### config.mk
export PLATFORM = sky130hd
export DESIGN_NAME = led_pattern_sequencer
export DESIGN_NICKNAME = d
export VERILOG_FILES = /design/src/rtl/led_pattern_sequencer.sv
export SDC_FILE = /design/constraint.sdc
export NUM_CORES = 1
export LEC_CHECK = 0
export ABC_AREA = 1
export BUFFER_PORTS_ARGS = -buffer_cell sky130_fd_sc_hd__buf_2
export CORE_UTILIZATION = 25
export CTS_CLUSTER_DIAMETER = 80
export DETAILED_ROUTE_END_ITERATION = 12
export GPL_ROUTABILITY_DRIVEN = 0
export GPL_TIMING_DRIVEN = 0
export HOLD_SLACK_MARGIN = 0.05
export PLACE_DENSITY = 0.51
export SLEW_MARGIN = 20
export SYNTH_ARGS = -nofsm -noshare
export SYNTH_HDL_FRONTEND = slang
export SYNTH_SLANG_ARGS = --single-unit
### constraint.sdc
create_clock -name clk -period 2 [get_ports clk]
set_input_delay 0.4 -clock clk [delete_from_list [all_inputs] [get_ports clk]]
set_output_delay 0.4 -clock clk [all_outputs]
set_load 0.005 [all_outputs]
### src/rtl/led_pattern_sequencer.sv
// PMOD LED pattern sequencer: prescaled step tick drives one of four LED patterns,
// with a synchronized mode button (edge-detected) and a synchronized pause level.
`timescale 1ns/1ps

module led_pattern_sequencer #(
    parameter int CLK_HZ  = 2_100_000,
    parameter int STEP_HZ = 10,
    parameter int LED_NUM = 8
) (
    input  logic               clk,
    input  logic               rst_n,
    input  logic               mode_next,
    input  logic               pause,
    output logic [LED_NUM-1:0] led,
    output logic               step_tick,
    output logic [1:0]         mode_o
);

    localparam int DIV   = CLK_HZ / STEP_HZ;
    localparam int CNT_W = (DIV > 1) ? $clog2(DIV) : 1;
    localparam int POS_W = (LED_NUM > 1) ? $clog2(LED_NUM) : 1;

    localparam logic [CNT_W-1:0]   CNT_MAX  = CNT_W'(DIV - 1);
    localparam logic [CNT_W-1:0]   CNT_ONE  = CNT_W'(1);
    localparam logic [CNT_W-1:0]   CNT_ZERO = {CNT_W{1'b0}};
    localparam logic [POS_W-1:0]   POS_MAX  = POS_W'(LED_NUM - 1);
    localparam logic [POS_W-1:0]   POS_ONE  = POS_W'(1);
    localparam logic [POS_W-1:0]   POS_ZERO = {POS_W{1'b0}};
    localparam logic [LED_NUM-1:0] LED_ONE  = {{(LED_NUM-1){1'b0}}, 1'b1};
    localparam logic [LED_NUM-1:0] LED_ZERO = {LED_NUM{1'b0}};
    localparam logic [LED_NUM-1:0] LED_ALL  = {LED_NUM{1'b1}};

    typedef enum logic [1:0] {
        MODE_RUN    = 2'd0,
        MODE_BOUNCE = 2'd1,
        MODE_COUNT  = 2'd2,
        MODE_BLINK  = 2'd3
    } mode_e;

    // Pattern each mode starts from when it is entered.
    function automatic logic [LED_NUM-1:0] init_led(input mode_e m);
        logic [LED_NUM-1:0] v;
        case (m)
            MODE_RUN:    v = LED_ONE;
            MODE_BOUNCE: v = LED_ONE;
            MODE_COUNT:  v = LED_ZERO;
            MODE_BLINK:  v = LED_ALL;
            default:     v = LED_ONE;
        endcase
        return v;
    endfunction

    logic               mode_s1_r, mode_s2_r, mode_s3_r;
    logic               pause_s1_r, pause_s2_r;
    logic [CNT_W-1:0]   cnt_r, cnt_s;
    mode_e              mode_r, mode_s;
    logic [POS_W-1:0]   pos_r, pos_s, pos_step_s;
    logic               dir_up_r, dir_up_s;
    logic [LED_NUM-1:0] led_r, led_s;
    logic               tick_r, tick_s;
    logic               mode_edge_s;
    logic               paused_s;

    assign mode_edge_s = mode_s2_r & ~mode_s3_r;
    assign paused_s    = pause_s2_r;

    // Input synchronizers for the button and pause levels.
    always_ff @(posedge clk or negedge rst_n) begin
        if (!rst_n) begin
            mode_s1_r  <= 1'b0;
            mode_s2_r  <= 1'b0;
            mode_s3_r  <= 1'b0;
            pause_s1_r <= 1'b0;
            pause_s2_r <= 1'b0;
        end else begin
            mode_s1_r  <= mode_next;
            mode_s2_r  <= mode_s1_r;
            mode_s3_r  <= mode_s2_r;
            pause_s1_r <= pause;
            pause_s2_r <= pause_s1_r;
        end
    end

    // Mode, prescaler and pattern state registers.
    always_ff @(posedge clk or negedge rst_n) begin
        if (!rst_n) begin
            mode_r   <= MODE_RUN;
            cnt_r    <= CNT_ZERO;
            pos_r    <= POS_ZERO;
            dir_up_r <= 1'b1;
            led_r    <= LED_ONE;
            tick_r   <= 1'b0;
        end else begin
            mode_r   <= mode_s;
            cnt_r    <= cnt_s;
            pos_r    <= pos_s;
            dir_up_r <= dir_up_s;
            led_r    <= led_s;
            tick_r   <= tick_s;
        end
    end

    // Next state: a mode edge outranks pause, and both outrank a pending step.
    always_comb begin
        mode_s     = mode_r;
        cnt_s      = cnt_r;
        pos_s      = pos_r;
        dir_up_s   = dir_up_r;
        led_s      = led_r;
        tick_s     = 1'b0;
        pos_step_s = dir_up_r ? (pos_r + POS_ONE) : (pos_r - POS_ONE);

        if (mode_edge_s) begin
            mode_s   = mode_e'(mode_r + 2'd1);
            led_s    = init_led(mode_s);
            pos_s    = POS_ZERO;
            dir_up_s = 1'b1;
            cnt_s    = CNT_ZERO;
        end else if (paused_s) begin
            cnt_s = cnt_r;
        end else if (cnt_r == CNT_MAX) begin
            cnt_s  = CNT_ZERO;
            tick_s = 1'b1;
            case (mode_r)
                MODE_RUN: begin
                    led_s = {led_r[LED_NUM-2:0], led_r[LED_NUM-1]};
                end
                MODE_BOUNCE: begin
                    pos_s = pos_step_s;
                    led_s = LED_ONE << pos_step_s;
                    if (pos_step_s == POS_MAX) begin
                        dir_up_s = 1'b0;
                    end else if (pos_step_s == POS_ZERO) begin
                        dir_up_s = 1'b1;
                    end else begin
                        dir_up_s = dir_up_r;
                    end
                end
                MODE_COUNT: begin
                    led_s = led_r + LED_ONE;
                end
                MODE_BLINK: begin
                    led_s = ~led_r;
                end
                default: begin
                    led_s = led_r;
                end
            endcase
        end else begin
            cnt_s = cnt_r + CNT_ONE;
        end
    end

    assign led       = led_r;
    assign step_tick = tick_r;
    assign mode_o    = mode_r;

endmodule

==> results.json <==
{
  "row_count": 36,
  "final.min_clock_period_ns": 1.85,
  "maxSlewViolCount": 0,
  "ir_drop_mv": 0.407,
  "seq_area_frac_synth": 0.375,
  "half_perimeter_wire_length_after_placement_um": 4510,
  "drive_gt1_frac": 0.119,
  "hold_viol_final": 0,
  "routedWlPerCell_um": 12.1,
  "timing.critical_path.from": "mode_o[1]",
  "antenna_found_initial": 0,
  "synthToLayoutAreaGrowth_pct": 15.2,
  "postCtsResizedCells": 0,
  "crit_path_arrival_time_ns": 2.03,
  "fp.dieW_um": 103,
  "core_area_um2": 9820,
  "remaining_global_route_overflow": 0,
  "maxClockFrequency_mhz": 542,
  "worst_setup_hold_path_clk_slew_ns": 0.09,
  "max_slew.worst_pin.slew_ns": 0.878,
  "syn-instance-count": 364,
  "floorplan.initialDensity": 0.259,
  "status": "complete, no violations",
  "setup_viol": 0,
  "grt_max_degree": 39,
  "max_cap_viol_count": 0,
  "setup-tns-final_ns": 0,
  "synth.top_cells.by_area": "sky130_fd_sc_hd__dfrtp_1, sky130_fd_sc_hd__nand2_1, sky130_fd_sc_hd__inv_1",
  "post_synth_instance_area_um2": 2540,
  "post_drt_via_cell_ratio": 4.49,
  "drt-initial-drc-count": 162,
  "rr_startpoint": "mode_o[1]",
  "dieHeight_um": 103,
  "worstSetupPathType": "flip-flop to flip-flop",
  "worstSetupEndpointType": "flip-flop",
  "wl_um": 6260,
  "antennaDiodeCount": 0,
  "met2_length_um": 2790,
  "drt.antenna.violating_nets": 0,
  "route.top_layer_used": "met4",
  "start_kind": "flip-flop",
  "clock_tree.htree_level_count": 2,
  "clock_skews_ns": 0.0114,
  "clk_root_buffer_cell": "sky130_fd_sc_hd__clkbuf_8",
  "yosys_register_bits": 38,
  "buffer_ports.inserted": 14,
  "drt_pre_antenna_iters": 4,
  "worst_slew_margin_rel": 0.415,
  "power_density_nw_per_um2": 1150,
  "clk_latency_ns": 0.30,
  "mappedNetlistNets": 381,
  "postSynth.topFlopCell": "sky130_fd_sc_hd__dfrtp_1",
  "cts_tree": "built",
  "buffers_inserted_by_post_cts_timing_repair": 0,
  "drc": 0,
  "finalCritPeriodShare": 0.923,
  "rsz_0062_raised_after_global_routing": "yes",
  "post_synth_num_cell_types": 32,
  "ys.warnings.count": 0,
  "die_footprint_um2": 10600,
  "wire_length_of_the_first_global_routing_pass_um": 10300,
  "cts_max_path_buffers": 2,
  "min-delay-path-class": "input port to flip-flop",
  "first_global_vias": 2174,
  "wl_met1_um": 3140,
  "timing.critical_path.fanout_max": 10,
  "async_flop_share": 1.00,
  "timing.hold.worst.start": "pause",
  "ioPinCount": 15,
  "num-nets-final": 402,
  "routed-via-count": 2331,
  "area_share_of_the_largest_cell_type_after_synthesis": 0.354,
  "numCtsBuffers": 5,
  "routed-wl-met3_um": 232,
  "timing.critical_path.required_ns": 2.19,
  "total_leakage_power_nw": 1.45,
  "post_cts_hold_buffer_count": 0,
  "hold_ws_ns": 0.194,
  "global_route.usage.total": 0.127,
  "clock_sink_count": 38,
  "synth_largest_area_cell": "sky130_fd_sc_hd__dfrtp_1",
  "synth.avg_cell_area_um2": 6.99,
  "number_of_enable_type_register_cells_in_the_synthesized_netlist": 0
}
## routing by layer
layer | up-vias | GRT usage
met3 | 7 | 0.0224
met4 | 0 | 0.0423
met1 | 1081 | 0.173
met2 | 36 | 0.203
met5 | - | 0
li1 | 1207 | -
## placed cells by master (no fill, tap or decap), types with 2 or more instances in the layout
master                        n
sky130_fd_sc_hd__ha_1        12
sky130_fd_sc_hd__clkbuf_8     5
sky130_fd_sc_hd__a31oi_1      2
sky130_fd_sc_hd__o21ai_0     21
sky130_fd_sc_hd__xor2_1       3
sky130_fd_sc_hd__or2_2        3
sky130_fd_sc_hd__nand3_1     31
sky130_fd_sc_hd__o22ai_1      3
sky130_fd_sc_hd__nand2_2      5
sky130_fd_sc_hd__inv_1       49
sky130_fd_sc_hd__nand4_1     10
sky130_fd_sc_hd__nand3_2      2
sky130_fd_sc_hd__nor3_1       6
sky130_fd_sc_hd__a21oi_1     14
sky130_fd_sc_hd__buf_2       17
sky130_fd_sc_hd__inv_2        3
sky130_fd_sc_hd__nor2_1      36
sky130_fd_sc_hd__bufinv_16    2
sky130_fd_sc_hd__nand3b_1     3
sky130_fd_sc_hd__dfrtp_1     35
sky130_fd_sc_hd__nand2_1    106
sky130_fd_sc_hd__dfstp_2      2
## report_power, final
part | internal (mW) | leakage, nW | switching [mW]
sequential | 0.940 | 0.486 | 0.206
combinational | 0.545 | 0.895 | 0.862
clock | 0.500 | 0.0683 | 0.311
## critical path, cell delays in order, from the launching register on
cell,delay [ns]
sky130_fd_sc_hd__dfrtp_1,0.44
sky130_fd_sc_hd__inv_1,0.12
sky130_fd_sc_hd__ha_1,0.31
sky130_fd_sc_hd__inv_1,0.29
sky130_fd_sc_hd__o21ai_0,0.14
sky130_fd_sc_hd__a31oi_1,0.15
sky130_fd_sc_hd__nand2_1,0.08
sky130_fd_sc_hd__nand2_1,0.06
sky130_fd_sc_hd__nand2_1,0.04
sky130_fd_sc_hd__nand2_1,0.05
sky130_fd_sc_hd__nand2_1,0.05
## layout make-up
class / instances / area, um2
repair buffers: 14 / 70.1
clock inverters: 3 / 68.8
multi-input cells: 270 / 1390
inverters: 52 / 195
fillers: 1097 / 6890
clock buffers: 5 / 68.8
plain buffers: 4 / 18.8
well taps: 133 / 166
flip-flops and latches: 38 / 955
## cells in the mapped netlist (2+ instances only)
master	instances
sky130_fd_sc_hd__ha_1	12
sky130_fd_sc_hd__a31oi_1	2
sky130_fd_sc_hd__o21ai_0	22
sky130_fd_sc_hd__nor3_1	6
sky130_fd_sc_hd__nand2_2	5
sky130_fd_sc_hd__nor2_1	36
sky130_fd_sc_hd__a21oi_1	14
sky130_fd_sc_hd__or2_2	3
sky130_fd_sc_hd__xor2_1	3
sky130_fd_sc_hd__nand4_1	10
sky130_fd_sc_hd__dfrtp_1	36
sky130_fd_sc_hd__dfstp_2	2
sky130_fd_sc_hd__nand3_1	32
sky130_fd_sc_hd__inv_1	49
sky130_fd_sc_hd__buf_2	3
sky130_fd_sc_hd__inv_2	3
sky130_fd_sc_hd__nand2_1	107
sky130_fd_sc_hd__nand3b_1	3
sky130_fd_sc_hd__o22ai_1	3
## through the flow
stage / setup WS [ns] / util / total power [mW] / instances / area, um2
final: 0.154 / 0.299 / 3.36 / 519 / 2930
after global routing: -0.0295 / 0.299 / 3.68 / 519 / 2930
after CTS: 0.0378 / 0.297 / 3.38 / 519 / 2920
after detailed placement: 0.0475 / 0.283 / 2.54 / 511 / 2780
after global placement: 0.0638 / 0.283 / 2.52 / 511 / 2780
after floorplan: 0.377 / - / 2.13 / 364 / 2540
## logic make-up after synthesis
group / share of synthesized area
buf+inv: 0.0841
xor+xnor: 0.0138
flops: 0.375
simple gates: 0.361
compound gates: 0.0954
fa+ha+maj: 0.0669
mux: 0.00393
## worst paths after layout
| path | end | slack, ns | cells after the start |
|---|---|---|---|
| setup / recovery | led[2] | 0.15 | 10 |
| hold / removal | pause_s1_r | 0.19 | 1 |
| setup reg to reg | led[2] | 0.15 | 10 |
| hold reg to reg | mode_s2_r | 0.35 | 0 |
| max in group asynchronous | cnt_r[0] | 1.19 | 1 |
| min in group asynchronous | led[6] | 0.21 | 1 |
## registers in the layout (all words and copies together), names as in the netlist
signal	cells
cnt_r	18
led	8
pos_r	3
mode_o	2
dir_up_r	1
mode_s1_r	1
mode_s2_r	1
mode_s3_r	1
pause_s1_r	1
pause_s2_r	1
step_tick	1
(Power assumes the default switching activity.)
